[src/rtl/led_level_ctrl.sv]
// led_level_ctrl: two-button up/down level counter for an LED bar graph.
// Raw buttons are synchronized and debounced, then a small FSM turns presses
// into single steps with hold-to-repeat. The saturating 5-bit count and its
// min/max flags are registered together.
module led_level_ctrl #(
  parameter int unsigned DEBOUNCE_CYC    = 1000000,
  parameter int unsigned REPEAT_DLY_CYC  = 50000000,
  parameter int unsigned REPEAT_RATE_CYC = 10000000,
  parameter int unsigned MAX_CNT         = 18
) (
  input  logic       i_clk,
  input  logic       i_reset,
  input  logic       i_btnUp,
  input  logic       i_btnDown,
  input  logic       i_clear,
  output logic [4:0] o_LEDcnt,
  output logic       o_atMax,
  output logic       o_atMin
);

  localparam int unsigned CNT_W   = 5;
  localparam int unsigned DB_W    = (DEBOUNCE_CYC > 1) ? $clog2(DEBOUNCE_CYC) : 1;
  localparam int unsigned TMR_MAX = (REPEAT_DLY_CYC > REPEAT_RATE_CYC) ?
                                    REPEAT_DLY_CYC : REPEAT_RATE_CYC;
  localparam int unsigned TMR_W   = (TMR_MAX > 1) ? $clog2(TMR_MAX) : 1;

  localparam logic [DB_W-1:0]  DB_LAST   = DB_W'(DEBOUNCE_CYC - 1);
  localparam logic [TMR_W-1:0] DLY_LAST  = TMR_W'(REPEAT_DLY_CYC - 1);
  localparam logic [TMR_W-1:0] RATE_LAST = TMR_W'(REPEAT_RATE_CYC - 1);
  localparam logic [CNT_W-1:0] CNT_MAX   = CNT_W'(MAX_CNT);

  // Bit 0 carries the up button, bit 1 the down button throughout.
  typedef enum logic [2:0] {
    IDLE    = 3'd0,
    HOLD_UP = 3'd1,
    RPT_UP  = 3'd2,
    HOLD_DN = 3'd3,
    RPT_DN  = 3'd4,
    LOCK    = 3'd5
  } state_e;

  logic [1:0]       meta_q;
  logic [1:0]       sync_q;
  logic [DB_W-1:0]  db_cnt_q [2];
  logic [1:0]       db_q;
  logic [1:0]       db_prev_q;

  state_e           state_q;
  logic [TMR_W-1:0] tmr_q;
  logic             step_up_q;
  logic             step_dn_q;

  logic [CNT_W-1:0] cnt_q;
  logic [CNT_W-1:0] cnt_d;
  logic             at_max_q;
  logic             at_min_q;

  logic             up_lvl;
  logic             dn_lvl;
  logic             up_rise;
  logic             dn_rise;

  // Two-flop synchronizer for both raw buttons.
  always_ff @(posedge i_clk) begin
    if (i_reset) begin
      meta_q <= '0;
      sync_q <= '0;
    end else begin
      meta_q <= {i_btnDown, i_btnUp};
      sync_q <= meta_q;
    end
  end

  // Per-button debouncer: the counter only runs while the synchronized level
  // disagrees with the debounced level, so any toggle restarts it.
  always_ff @(posedge i_clk) begin
    if (i_reset) begin
      db_cnt_q[0] <= '0;
      db_cnt_q[1] <= '0;
      db_q        <= '0;
      db_prev_q   <= '0;
    end else begin
      db_prev_q <= db_q;
      for (int i = 0; i < 2; i++) begin
        if (sync_q[i] != db_q[i]) begin
          if (db_cnt_q[i] == DB_LAST) begin
            db_q[i]     <= sync_q[i];
            db_cnt_q[i] <= '0;
          end else begin
            db_cnt_q[i] <= db_cnt_q[i] + DB_W'(1);
          end
        end else begin
          db_cnt_q[i] <= '0;
        end
      end
    end
  end

  assign up_lvl  = db_q[0];
  assign dn_lvl  = db_q[1];
  assign up_rise = db_q[0] & ~db_prev_q[0];
  assign dn_rise = db_q[1] & ~db_prev_q[1];

  // Press / hold / repeat FSM; steps are one-cycle registered pulses.
  always_ff @(posedge i_clk) begin
    if (i_reset) begin
      state_q   <= IDLE;
      tmr_q     <= '0;
      step_up_q <= 1'b0;
      step_dn_q <= 1'b0;
    end else begin
      step_up_q <= 1'b0;
      step_dn_q <= 1'b0;
      if (up_lvl && dn_lvl) begin
        state_q <= LOCK;
        tmr_q   <= '0;
      end else begin
        case (state_q)
          IDLE: begin
            tmr_q <= '0;
            if (up_rise && !dn_lvl) begin
              step_up_q <= 1'b1;
              state_q   <= HOLD_UP;
            end else if (dn_rise && !up_lvl) begin
              step_dn_q <= 1'b1;
              state_q   <= HOLD_DN;
            end
          end
          HOLD_UP: begin
            if (!up_lvl) begin
              state_q <= IDLE;
              tmr_q   <= '0;
            end else if (tmr_q == DLY_LAST) begin
              step_up_q <= 1'b1;
              state_q   <= RPT_UP;
              tmr_q     <= '0;
            end else begin
              tmr_q <= tmr_q + TMR_W'(1);
            end
          end
          RPT_UP: begin
            if (!up_lvl) begin
              state_q <= IDLE;
              tmr_q   <= '0;
            end else if (tmr_q == RATE_LAST) begin
              step_up_q <= 1'b1;
              tmr_q     <= '0;
            end else begin
              tmr_q <= tmr_q + TMR_W'(1);
            end
          end
          HOLD_DN: begin
            if (!dn_lvl) begin
              state_q <= IDLE;
              tmr_q   <= '0;
            end else if (tmr_q == DLY_LAST) begin
              step_dn_q <= 1'b1;
              state_q   <= RPT_DN;
              tmr_q     <= '0;
            end else begin
              tmr_q <= tmr_q + TMR_W'(1);
            end
          end
          RPT_DN: begin
            if (!dn_lvl) begin
              state_q <= IDLE;
              tmr_q   <= '0;
            end else if (tmr_q == RATE_LAST) begin
              step_dn_q <= 1'b1;
              tmr_q     <= '0;
            end else begin
              tmr_q <= tmr_q + TMR_W'(1);
            end
          end
          LOCK: begin
            tmr_q <= '0;
            if (!up_lvl && !dn_lvl) begin
              state_q <= IDLE;
            end
          end
          default: begin
            state_q <= IDLE;
            tmr_q   <= '0;
          end
        endcase
      end
    end
  end

  // Next count: clear wins over steps, steps saturate at 0 and CNT_MAX.
  always_comb begin
    cnt_d = cnt_q;
    if (i_clear) begin
      cnt_d = '0;
    end else if (step_up_q && (cnt_q < CNT_MAX)) begin
      cnt_d = cnt_q + CNT_W'(1);
    end else if (step_dn_q && (cnt_q != '0)) begin
      cnt_d = cnt_q - CNT_W'(1);
    end
  end

  // Count and flags registered from the same next value so they never disagree.
  always_ff @(posedge i_clk) begin
    if (i_reset) begin
      cnt_q    <= '0;
      at_max_q <= 1'b0;
      at_min_q <= 1'b1;
    end else begin
      cnt_q    <= cnt_d;
      at_max_q <= (cnt_d == CNT_MAX);
      at_min_q <= (cnt_d == '0);
    end
  end

  assign o_LEDcnt = cnt_q;
  assign o_atMax  = at_max_q;
  assign o_atMin  = at_min_q;

endmodule

[config.mk]
export PLATFORM = sky130hd
export DESIGN_NAME = led_level_ctrl
export DESIGN_NICKNAME = d
export VERILOG_FILES = /design/src/rtl/led_level_ctrl.sv
export SDC_FILE = /design/constraint.sdc
export NUM_CORES = 1
export LEC_CHECK = 0
export CORE_ASPECT_RATIO = 1.2
export CORE_MARGIN = 2
export CORE_UTILIZATION = 55
export CTS_CLUSTER_DIAMETER = 100
export DETAILED_ROUTE_END_ITERATION = 8
export DONT_BUFFER_PORTS = 1
export GPL_TIMING_DRIVEN = 0
export PLACE_DENSITY_LB_ADDON = 0.1
export SLEW_MARGIN = 40
export SYNTH_ARGS = -nofsm -noshare
export SYNTH_HDL_FRONTEND = slang
export SYNTH_SLANG_ARGS = --single-unit
[constraint.sdc]
create_clock -name i_clk -period 4.6 [get_ports i_clk]
set_input_delay 1.15 -clock i_clk [delete_from_list [all_inputs] [get_ports i_clk]]
set_output_delay 1.15 -clock i_clk [all_outputs]
set_load 0.01 [all_outputs]
* Yosys cells after proc, flatten, opt, wreduce, memory -nomap -nowiden
Memory sizes are Yosys's and may differ from the RTL's. Index checks and enable logic that the tools add are counted.
Storage, ports and cells: register bits after elaboration 46, bits in writable memories 40, input bits 5, word-level logic and storage cells 132, memories 1
Operators by class: $add $sub $neg 5, $lt $le $gt $ge 1, equal/unequal tests 24, multiplexer cells 62, bitwise operators 10, reductions and logical operators 16
Memories:
- db_cnt_q | depth 2, width 20, rd ports 2, clocked after memory_dff 0, wr ports 2, RTL line 44 | logic [DB_W-1:0] db_cnt_q [2];
Operator list (count):
- $mux 26 | 6
- $mux 20 | 6
- $pmux 26 s4 | 1
- $add 20x1->20 const B | 2
- $eq 20x20->1 const B | 2
- $mux 1 | 33
- $mux 3 | 10
- $add 26x1->26 const B | 1
- $eq 26x24->1 const B | 1
- $eq 26x26->1 const B | 1
- $ne 3x3->1 const B | 6
- $pmux 3 s6 | 1
- $mux 5 | 3
- $ne 4x4->1 const B | 3
- $reduce_and 6->1 | 2
- $eq 3x2->1 const B | 2
- $eq 3x3->1 const B | 2
- $logic_and 1x1->1 | 6
- $ne 2x2->1 const B | 3
- $or 1x1->1 | 6
- $pmux 1 s3 | 2
- $add 5x1->5 const B | 1
- $eq 5x5->1 const B | 1
- $logic_not 5->1 | 1
- 11 further kinds | 16

* Longest topological paths before layout
Gate-level depths: netlist (run 1).
depth in word-level cells 8, mapped depth 7, gate-level depth less buffers 7

* Worst setup path after synthesis (run 1)
OpenSTA, ideal clock, no wires.
kind input -> register, start input i_reset, end register step_dn_q, setup time 0.087 ns, arrival 2.200 ns, path slack 2.313 ns, stages 5, cells stage by stage clkbuf_1 -> nor2_1 -> nand2_1 -> or4b_1 -> o31ai_1
On the way: cells in the longest elaborated chain, start to end 1
RTL lines:
- start, declared | RTL line 12 | input logic i_reset,
- $reduce_or 2->1 (no source line)
- end signal, assigned | RTL line 110 | step_dn_q <= 1'b0;
- end signal, assigned | RTL line 113 | step_dn_q <= 1'b0;
- end signal, assigned | RTL line 125 | step_dn_q <= 1'b1;
- end, declared | RTL line 51 | logic step_dn_q;
Every way passes these cells. A chain may end at the register's enable or synchronous reset.

==> results.yml, run 1 <==
power_and_ir_drop:
  combPwrFrac_pct: 10.5
  p_sw_uw: 367
  p_seq_share_pct: 57.1
  p_leak_uw: 0.00170
  ir_drop_mv: 0.207
  intPower_uw: 1110
  swShare_pct: 24.8
  clock_power_share_pct: 32.4
  p_per_area_mw_per_mm2: 300
sta:
  finalCriticalPeriod_ns: 2.36
  finalCritPeriodShare_pct: 51.3
  finalSetupViolCount: 0
  final_max_slew_viol_count: 0
  timing.slew.headroom_pct: 46.0
  max_freq_mhz: 423
  worst_slew_pin_slew_ns: 0.799
  rsz0062_at_grt: "false"
  hold_viol: 0
  skew_ns: 0.00499
  setup_tns_ns: 0
final_layout:
  utilization_pct: 61.6
  fin_nets: 537
  mostFrequentLayoutCells: "95 x nor2_1, 46 x dfxtp_1, 40 x edfxtp_1, 40 x conb_1, 32 x xnor2_1"
  drive_gt1_share_pct: 5.11
  final_cell_area_mm2: 0.00494
  synthToLayoutAreaGrowth_pct: 10.3
  diodes: 0
  layout_commonest_cell: "nor2_1"
place:
  placed_area_mm2: 0.00475
  place_congestion: 0.865
  post-dp-hpwl_um: 5660
  numPortBuffers: 0
yosys:
  synth_edf_count: 40
  syn-instance-count: 473
  synthArstFlopShare_pct: 0
  synth_area_per_cell_um2: 9.47
  ys_seq_area_share_pct: 47.4
  synth-seq-cells: 86
  synthFlopType: "dfxtp_1"
  synth_cell_types: 57
  yosys_warnings: 0
  syn_area_mm2: 0.00448
drt:
  drt_first_pass_iters: 4
  avgViaCountPerCell: 5.29
  finalWirelength_um: 7840
  num_vias: 3295
  drtAntennaViolNets: 0
  drt_iter0_drc: 117
  wire_per_inst_um: 12.6
  drc: 0
clocking:
  post_cts_buffers: 0
  clockBufferDepth: 2
  cts_sinks: 86
  cts_tree: "done"
  cts_resized: 0
  clkLatencyLatePin_ns: 0.35
  h-tree-depth: 3
  clkTransAtPathRegs_ns: 0.08
  ctsHoldBuffers: 0
  cts_root_buf: "clkbuf_8"
  cts_buffers: 9
worst_setup_path:
  worst_setup_path_end_kind: "register"
  path_cells: "nor4b_1, nand3b_1, nor4_1, or3_1, clkbuf_1, nor2_1"
  critPathKind: "register to register"
  rrSetupSlack_ns: 2.24
  cp.required_ns: 4.69
  cpLargestDelayFamily: "simple AND/OR/NAND/NOR gates"
  reg2reg_from: "db_cnt_q[0][11]$_SDFFCE_PP0P_"
  crit_start: "db_cnt_q[0][11]$_SDFFCE_PP0P_"
  cp.buffers_inverters: 1
  crit_arrival_ns: 2.45
  worstSetupStartpointType: "register"
  crit_path_top_delay_cell: "edfxtp_1"
  cp_max_fo: 10
  cp_slowest_stage_delay_ns: 0.48
global_routing:
  grt_use_total_pct: 18.9
  grt_start_max_net_pins: 14
  grt_pass1_vias: 2989
  grt_pass1_wl_um: 13400
  grt_overflow: 0
  antenna_found_initial: 0
job:
  max_cap_violations: 0
floorplan:
  coreArea_mm2: 0.00802
  pin_count: 12
  row_count: 36
  die_y_um: 103
  die_x_um: 86.4
  start_util_pct: 55.9
  die_area_mm2: 0.00889
worst_hold_path:
  hold_path.class: "register to register"
  min_from: "meta_q[0]$_SDFF_PP0_"
status:
  status: "finished clean"
-- flip-flops by register name (all words and copies together) (netlist names) --
signal / flops
meta_q: 2
db_prev_q: 2
state_q: 3
step_dn_q: 1
db_cnt_q: 40
step_up_q: 1
tmr_q: 26
sync_q: 2
o_atMax: 1
o_atMin: 1
o_LEDcnt: 5
db_q: 2
-- kinds of logic after synthesis --
kind of cell	Yosys count	share of synthesized area (%)
simple gates	244	27.9
flops	86	47.4
compound gates	32	5.56
xor+xnor	61	11.9
mux	8	1.82
fa+ha+maj	9	2.51
other cells	1	0.0837
buf+inv	32	2.85
-- layout make-up --
class / instances / area (um^2)
Clock inverter: 3 / 17.5
Tap cell: 95 / 119
Fill cell: 710 / 3080
Sequential cell: 86 / 2120
Buffer: 14 / 60.1
Clock buffer: 13 / 160
Multi-Input combinational cell: 394 / 2400
Inverter: 18 / 67.6
-- power groups by stage --
stage	Combinational [uW]	Clock, uW	Sequential (uW)
2_1_floorplan	126	0	859
3_3_place_gp	151	0	863
3_5_place_dp	151	0	864
4_1_cts	152	501	846
5_1_grt	176	527	851
6_report	155	480	846
-- layer usage --
metal  vias to the layer above  track usage (%)  share of wire (%)
li1                       1733                -                  -
met1                      1518             24.1                 48
met2                        30             31.1                 48
met3                        14             3.92                2.0
met4                         0             8.65                2.3
met5                         -                0                  0
-- cell usage after synthesis (4+ instances only) --
library cell,count,area (um^2)
dfxtp_1,46,921
nand2_1,29,109
a21oi_1,6,30.0
clkbuf_1,10,37.5
xnor2_1,32,280
mux2i_1,7,70.1
nor4_1,11,68.8
nand4_1,13,81.3
nor3b_1,6,45.0
nand3_1,28,140
and3_1,8,50.1
nor2_1,95,357
nor4b_1,4,35.0
nor2b_1,10,62.6
edfxtp_1,40,1200
or4_1,5,37.5
ha_1,9,113
or3_1,4,25.0
nor3_1,11,55.1
and4_1,5,43.8
o21ai_0,4,20.0
inv_1,17,63.8
xor2_1,29,254
-- per-stage QoR --
stage          power, uW  worst slack (ns)  cells  hold WS [ns]
6_report            1480              2.24    623         0.442
5_1_grt             1550              2.01    623         0.469
4_1_cts             1500              2.17    623         0.444
3_5_place_dp        1020              1.95    607         0.425
3_3_place_gp        1010              1.95    607         0.417
2_1_floorplan        985              2.31    512         0.414
-- path summary, 6_finish.rpt --
kind | endpoint | cells past startpoint
worst max-delay path | db_cnt_q[0][14]$_SDFFCE_PP0P_ | 6
worst min-delay path | sync_q[0]$_SDFF_PP0_ | 1
worst max register to register | db_cnt_q[0][14]$_SDFFCE_PP0P_ | 6
worst min register to register | sync_q[0]$_SDFF_PP0_ | 1
Note: power is estimated with default switching activity, not from simulation.
==> inputs of run 2 (changes only) <==
==> constraint.sdc (replaced) <==
create_clock -name i_clk -period 2.1 [get_ports i_clk]
set_input_delay 0.525 -clock i_clk [delete_from_list [all_inputs] [get_ports i_clk]]
set_output_delay 0.525 -clock i_clk [all_outputs]
set_load 0.01 [all_outputs]
==> run 2 against run 1 <==
Net effect: non-clock buffer count grew 14; sequential power grew 120%; power grew 120%; final cell count grew 2.2%; sequential share of layout area down 1.9 points; setup slack got worse by 2.4 ns; via count rose by 4.1%; utilization is 3.1 points higher; critical path depth decreased by 1; the flow now finishes with violations (setup timing); design area up 5.0%.
==> results.yml, run 2 (same netlist as run 1, synthesis figures left out) <==
status:
  status: "finished, violations left"
  violations: "setup timing"
clocking:
  cts_root_buf: "clkbuf_8"
  clkLatencyLatePin_ns: 0.36
  clkTransAtPathRegs_ns: 0.08
  clockBufferDepth: 2
  cts_sinks: 86
  cts_tree: "done"
  cts_buffers: 9
  ctsHoldBuffers: 0
  h-tree-depth: 3
sta:
  setup_ws_ns: -0.143
  rsz0062_at_grt: "true"
  finalCriticalPeriod_ns: 2.24
  skew_ns: 0.00599
  worst_slew_pin_slew_ns: 0.793
  hold_viol: 0
  setup_tns_ns: -1.28
  finalCritPeriodShare_pct: 107
  timing.slew.headroom_pct: 46.4
  finalSetupViolCount: 21
  final_max_slew_viol_count: 0
  hold_slack_ns: 0.262
  max_freq_mhz: 446
final_layout:
  synthToLayoutAreaGrowth_pct: 15.9
  largest_register_ffs: 40
  final_cell_area_mm2: 0.00519
  layout_commonest_cell: "nor2_1"
  fin_nets: 551
  diodes: 0
  regArea_mm2: 0.00213
  largest_register: "db_cnt_q"
  multi_input_area_mm2: 0.00249
  mostFrequentLayoutCells: "95 x nor2_1, 40 x edfxtp_1, 40 x conb_1, 40 x dfxtp_1, 32 x xnor2_1"
  fillers: 688
  drive_gt1_share_pct: 12.5
power_and_ir_drop:
  intPower_uw: 2450
  clock_power_share_pct: 32.4
  p_per_area_mw_per_mm2: 630
  p_sw_uw: 820
  p_seq_share_pct: 56.6
  combPwrFrac_pct: 11.0
  swShare_pct: 25.1
  ir_drop_mv: 0.473
  p_leak_uw: 0.00184
worst_setup_path:
  cp.required_ns: 2.37
  cp.buffers_inverters: 0
  path_cells: "or4_1, or4_4, nand4b_4, or4b_1, o31ai_1"
  crit_path_top_delay_cell: "or4b_1"
  worst_setup_path_end_kind: "register"
  cpLargestDelayFamily: "simple AND/OR/NAND/NOR gates"
  cp_slowest_stage_delay_ns: 0.52
  reg2reg_from: "tmr_q[8]$_SDFF_PP0_"
  crit_start: "tmr_q[8]$_SDFF_PP0_"
  crit_arrival_ns: 2.51
  critPathKind: "register to register"
  cp_max_fo: 4
  worstSetupStartpointType: "register"
drt:
  num_vias: 3429
  drt_first_pass_iters: 4
  drt_iter0_drc: 113
  drtAntennaViolNets: 0
  finalWirelength_um: 8340
  wire_per_inst_um: 13.1
  drc: 0
  avgViaCountPerCell: 5.38
global_routing:
  grt_pass1_vias: 3079
  antenna_found_initial: 0
  grt_pass1_wl_um: 13900
  grt_use_total_pct: 19.9
  grt_overflow: 0
  grt_start_max_net_pins: 14
job:
  max_cap_violations: 0
floorplan:
  row_count: 36
  coreArea_mm2: 0.00802
  pin_count: 12
  die_area_mm2: 0.00889
  start_util_pct: 55.9
  die_x_um: 86.4
  die_y_um: 103
place:
  place_congestion: 0.865
  numPortBuffers: 0
  post-dp-hpwl_um: 5660
  placed_area_mm2: 0.00475
worst_hold_path:
  min_from: "i_clear"
  hold_path.class: "input pin to register"
==> run 2: cell types whose count changed in the layout (fill, tap and decap cells not counted), sizes merged <==
cell	previous run	this run
clkbuf	23	21
buf	4	20
==> run 2: power groups by stage <==
stage / clock [uW] / sequential, uW / combinational (uW)
floorplan: 0 / 1880 / 276
global placement: 0 / 1890 / 331
detailed placement: 0 / 1890 / 331
CTS: 1100 / 1850 / 339
global route: 1150 / 1860 / 404
finish: 1060 / 1850 / 359
==> run 2: cell type report <==
cell class,count,area share (%)
Multi-Input combinational cell,394,48.1
Sequential cell,86,41.1
Clock buffer,13,3.09
Timing Repair Buffer,14,2.31
Tap cell,95,2.29
Buffer,14,1.54
Inverter,18,1.30
Clock inverter,3,0.337
==> run 2: worst paths after layout <==
kind | end | slack, ns | depth (start not counted)
setup / recovery | step_dn_q$_SDFF_PP0_ | -0.14 | 5
hold / removal | o_LEDcnt[4]$_SDFF_PP0_ | 0.26 | 1
setup reg to reg | step_dn_q$_SDFF_PP0_ | -0.14 | 5
hold reg to reg | sync_q[0]$_SDFF_PP0_ | 0.44 | 1
==> run 2: repair_timing <==
item                       4_1_cts  5_1_grt
setup endpoints to repair       65       73
cloned                           2        0
buffers inserted                 5        7
resized for setup               34       17
pin swaps                       12        1
==> run 2: routing by layer <==
| layer | wire length, um | GRT usage [%] | vias up |
|---|---|---|---|
| met5 | 0 | 0 | - |
| met4 | 166 | 8.65 | 0 |
| met3 | 183 | 3.92 | 15 |
| met2 | 4100 | 33.7 | 44 |
| met1 | 3880 | 24.6 | 1608 |
| li1 | - | - | 1762 |
==> run 2: stage by stage <==
| stage | setup slack, ns | std cells | util [%] | total power [uW] |
|---|---|---|---|---|
| global route | -0.203 | 637 | 64.7 | 3420 |
| finish | -0.143 | 637 | 64.7 | 3270 |
| CTS | -0.141 | 630 | 63.5 | 3290 |
| global placement | -0.316 | 607 | 59.2 | 2220 |
| floorplan | 0.0193 | 512 | - | 2160 |
| detailed placement | -0.318 | 607 | 59.3 | 2220 |
==> inputs of run 3 (changes only) <==
--- a/config.mk
+++ b/config.mk
@@ -7,10 +7,9 @@
 export LEC_CHECK = 0
 export CORE_ASPECT_RATIO = 1.2
 export CORE_MARGIN = 2
-export CORE_UTILIZATION = 55
+export CORE_UTILIZATION = 56
 export CTS_CLUSTER_DIAMETER = 100
 export DETAILED_ROUTE_END_ITERATION = 8
-export DONT_BUFFER_PORTS = 1
 export GPL_TIMING_DRIVEN = 0
 export PLACE_DENSITY_LB_ADDON = 0.1
 export SLEW_MARGIN = 40
==> run 3 against run 2 <==
Net effect: the flow still finishes with violations (setup timing); power up 4.3%; sequential power is essentially flat; global-route usage grew 1.0 points; critical path depth unchanged; setup slack got worse by 0.011 ns; die area is 1.7% lower; count of clock-buffer cells in the layout fell by 2; hold slack improved by 0.18 ns; critical path type unchanged; critical endpoint unchanged; largest power group unchanged.
==> results.yml, run 3 (same netlist as run 1, synthesis figures left out) <==
clocking:
  cts_root_buf: "clkbuf_8"
  clockBufferDepth: 2
  clkLatencyLatePin_ns: 0.35
  cts_buffers: 9
  clkTransAtPathRegs_ns: 0.08
  ctsHoldBuffers: 0
  cts_sinks: 86
  h-tree-depth: 3
  cts_tree: "done"
place:
  place_congestion: 0.860
  post-dp-hpwl_um: 6050
  place_inst: 614
  numPortBuffers: 10
worst_hold_path:
  hold_end: "sync_q[0]$_SDFF_PP0_"
  hold_path.class: "register to register"
  min_from: "meta_q[0]$_SDFF_PP0_"
  holdPathStages: 1
sta:
  worst_slew_pin_slew_ns: 0.748
  finalCriticalPeriod_ns: 2.25
  finalCritPeriodShare_pct: 107
  hold_slack_ns: 0.446
  hold_viol: 0
  max_freq_mhz: 444
  setup_tns_ns: -1.45
  rsz0062_at_grt: "true"
  final_max_slew_viol_count: 0
  skew_ns: 0.0138
  timing.slew.headroom_pct: 49.5
  finalSetupViolCount: 27
  setup_ws_ns: -0.154
worst_setup_path:
  cp_max_fo: 3
  cpLargestDelayFamily: "simple AND/OR/NAND/NOR gates"
  worst_setup_path_end_kind: "register"
  path_depth: 5
  path_cells: "or4_1, or4_4, nand4b_4, or4b_4, o31ai_2"
  crit_arrival_ns: 2.51
  reg2regPathDepth: 5
  critPathKind: "register to register"
  crit_path_top_delay_cell: "or4b_4"
  cp_slowest_stage_delay_ns: 0.53
  rrSetupSlack_ns: -0.15
  cp.buffers_inverters: 0
  cp.required_ns: 2.35
  r2r-end: "step_dn_q$_SDFF_PP0_"
  reg2reg_from: "tmr_q[8]$_SDFF_PP0_"
  worstSetupStartpointType: "register"
drt:
  avgViaCountPerCell: 5.51
  num_vias: 3549
  drtAntennaViolNets: 0
  drc: 0
  drt_first_pass_iters: 4
  finalWirelength_um: 8920
  drt_iter0_drc: 145
  wire_per_inst_um: 13.8
global_routing:
  antenna_found_initial: 0
  grt_pass1_vias: 3364
  grt_use_total_pct: 20.9
  grt_overflow: 0
  grt_start_max_net_pins: 15
  grt_pass1_wl_um: 14600
floorplan:
  row_count: 35
  die_area_mm2: 0.00874
  die_y_um: 102
  start_util_pct: 58.1
  pin_count: 12
  coreArea_mm2: 0.00771
  die_x_um: 85.7
final_layout:
  synthToLayoutAreaGrowth_pct: 22.0
  drive_gt1_share_pct: 17.2
  fillers: 614
  fin_cells: 644
  diodes: 0
  fin_nets: 561
  largest_register: "db_cnt_q"
  mostFrequentLayoutCells: "74 x nor2_1, 40 x edfxtp_1, 40 x conb_1"
  largest_register_ffs: 40
  layout_commonest_cell: "nor2_1"
power_and_ir_drop:
  p_per_area_mw_per_mm2: 624
  p_leak_uw: 0.00193
  ir_drop_mv: 0.448
status:
  status: "finished, violations left"
  violations: "setup timing"
job:
  max_cap_violations: 0
[run 3: how the worst max path moves through the flow]
stage | from | endpoint
floorplan | tmr_q[8]$_SDFF_PP0_ | step_dn_q$_SDFF_PP0_
global placement | db_cnt_q[0][11]$_SDFFCE_PP0P_ | db_cnt_q[0][16]$_SDFFCE_PP0P_
detailed placement | db_cnt_q[0][12]$_SDFFCE_PP0P_ | db_cnt_q[0][12]$_SDFFCE_PP0P_
CTS | tmr_q[8]$_SDFF_PP0_ | step_dn_q$_SDFF_PP0_
global route | tmr_q[8]$_SDFF_PP0_ | step_dn_q$_SDFF_PP0_
finish | tmr_q[8]$_SDFF_PP0_ | step_dn_q$_SDFF_PP0_
[run 3: what timing repair did]
item,in CTS,in global routing
resized for setup,38,53
pin swaps,25,4
setup endpoints to repair,71,71
cloned,2,0
buffers inserted,6,6
[run 3: report_power, final]
group	switching, uW	internal, uW
clock	573	583
sequential	46.2	1810
combinational	244	158
total	863	2550
[run 3: metrics by stage]
step	setup slack [ns]	total power, uW	cell area (um^2)	utilization (%)
2_1_floorplan	0.0193	2160	4630	-
3_3_place_gp	-0.307	2220	4840	62.8
3_5_place_dp	-0.385	2240	4850	63.0
4_1_cts	-0.160	3400	5230	67.9
5_1_grt	-0.201	3560	5470	70.9
6_report	-0.154	3410	5470	70.9
[run 3: worst reg2reg max path: stages, from the launching register on]
cell	delay (ns)
dfxtp_2	0.33
or4_1	0.51
or4_4	0.47
nand4b_4	0.23
or4b_4	0.53
o31ai_2	0.09
[run 3: final cells by class]
class | instances | area [um^2] | area share (%)
plain buffers | 14 | 95.1 | 1.74
inverters | 18 | 67.6 | 1.24
clock buffers | 11 | 141 | 2.59
repair buffers | 24 | 228 | 4.17
well taps | 92 | 115 | 2.11
multi-input cells | 394 | 2630 | 48.1
clock inverters | 5 | 58.8 | 1.08
flip-flops and latches | 86 | 2130 | 39.0
[run 3: routing by layer]
metal  vias up  global-route usage [%]  wire length (um)
li1       1789                       -                 -
met1      1693                    25.8              4050
met2        54                    35.6              4470
met3        13                    3.80               243
met4         0                    9.65               147
met5         -                       0                 0
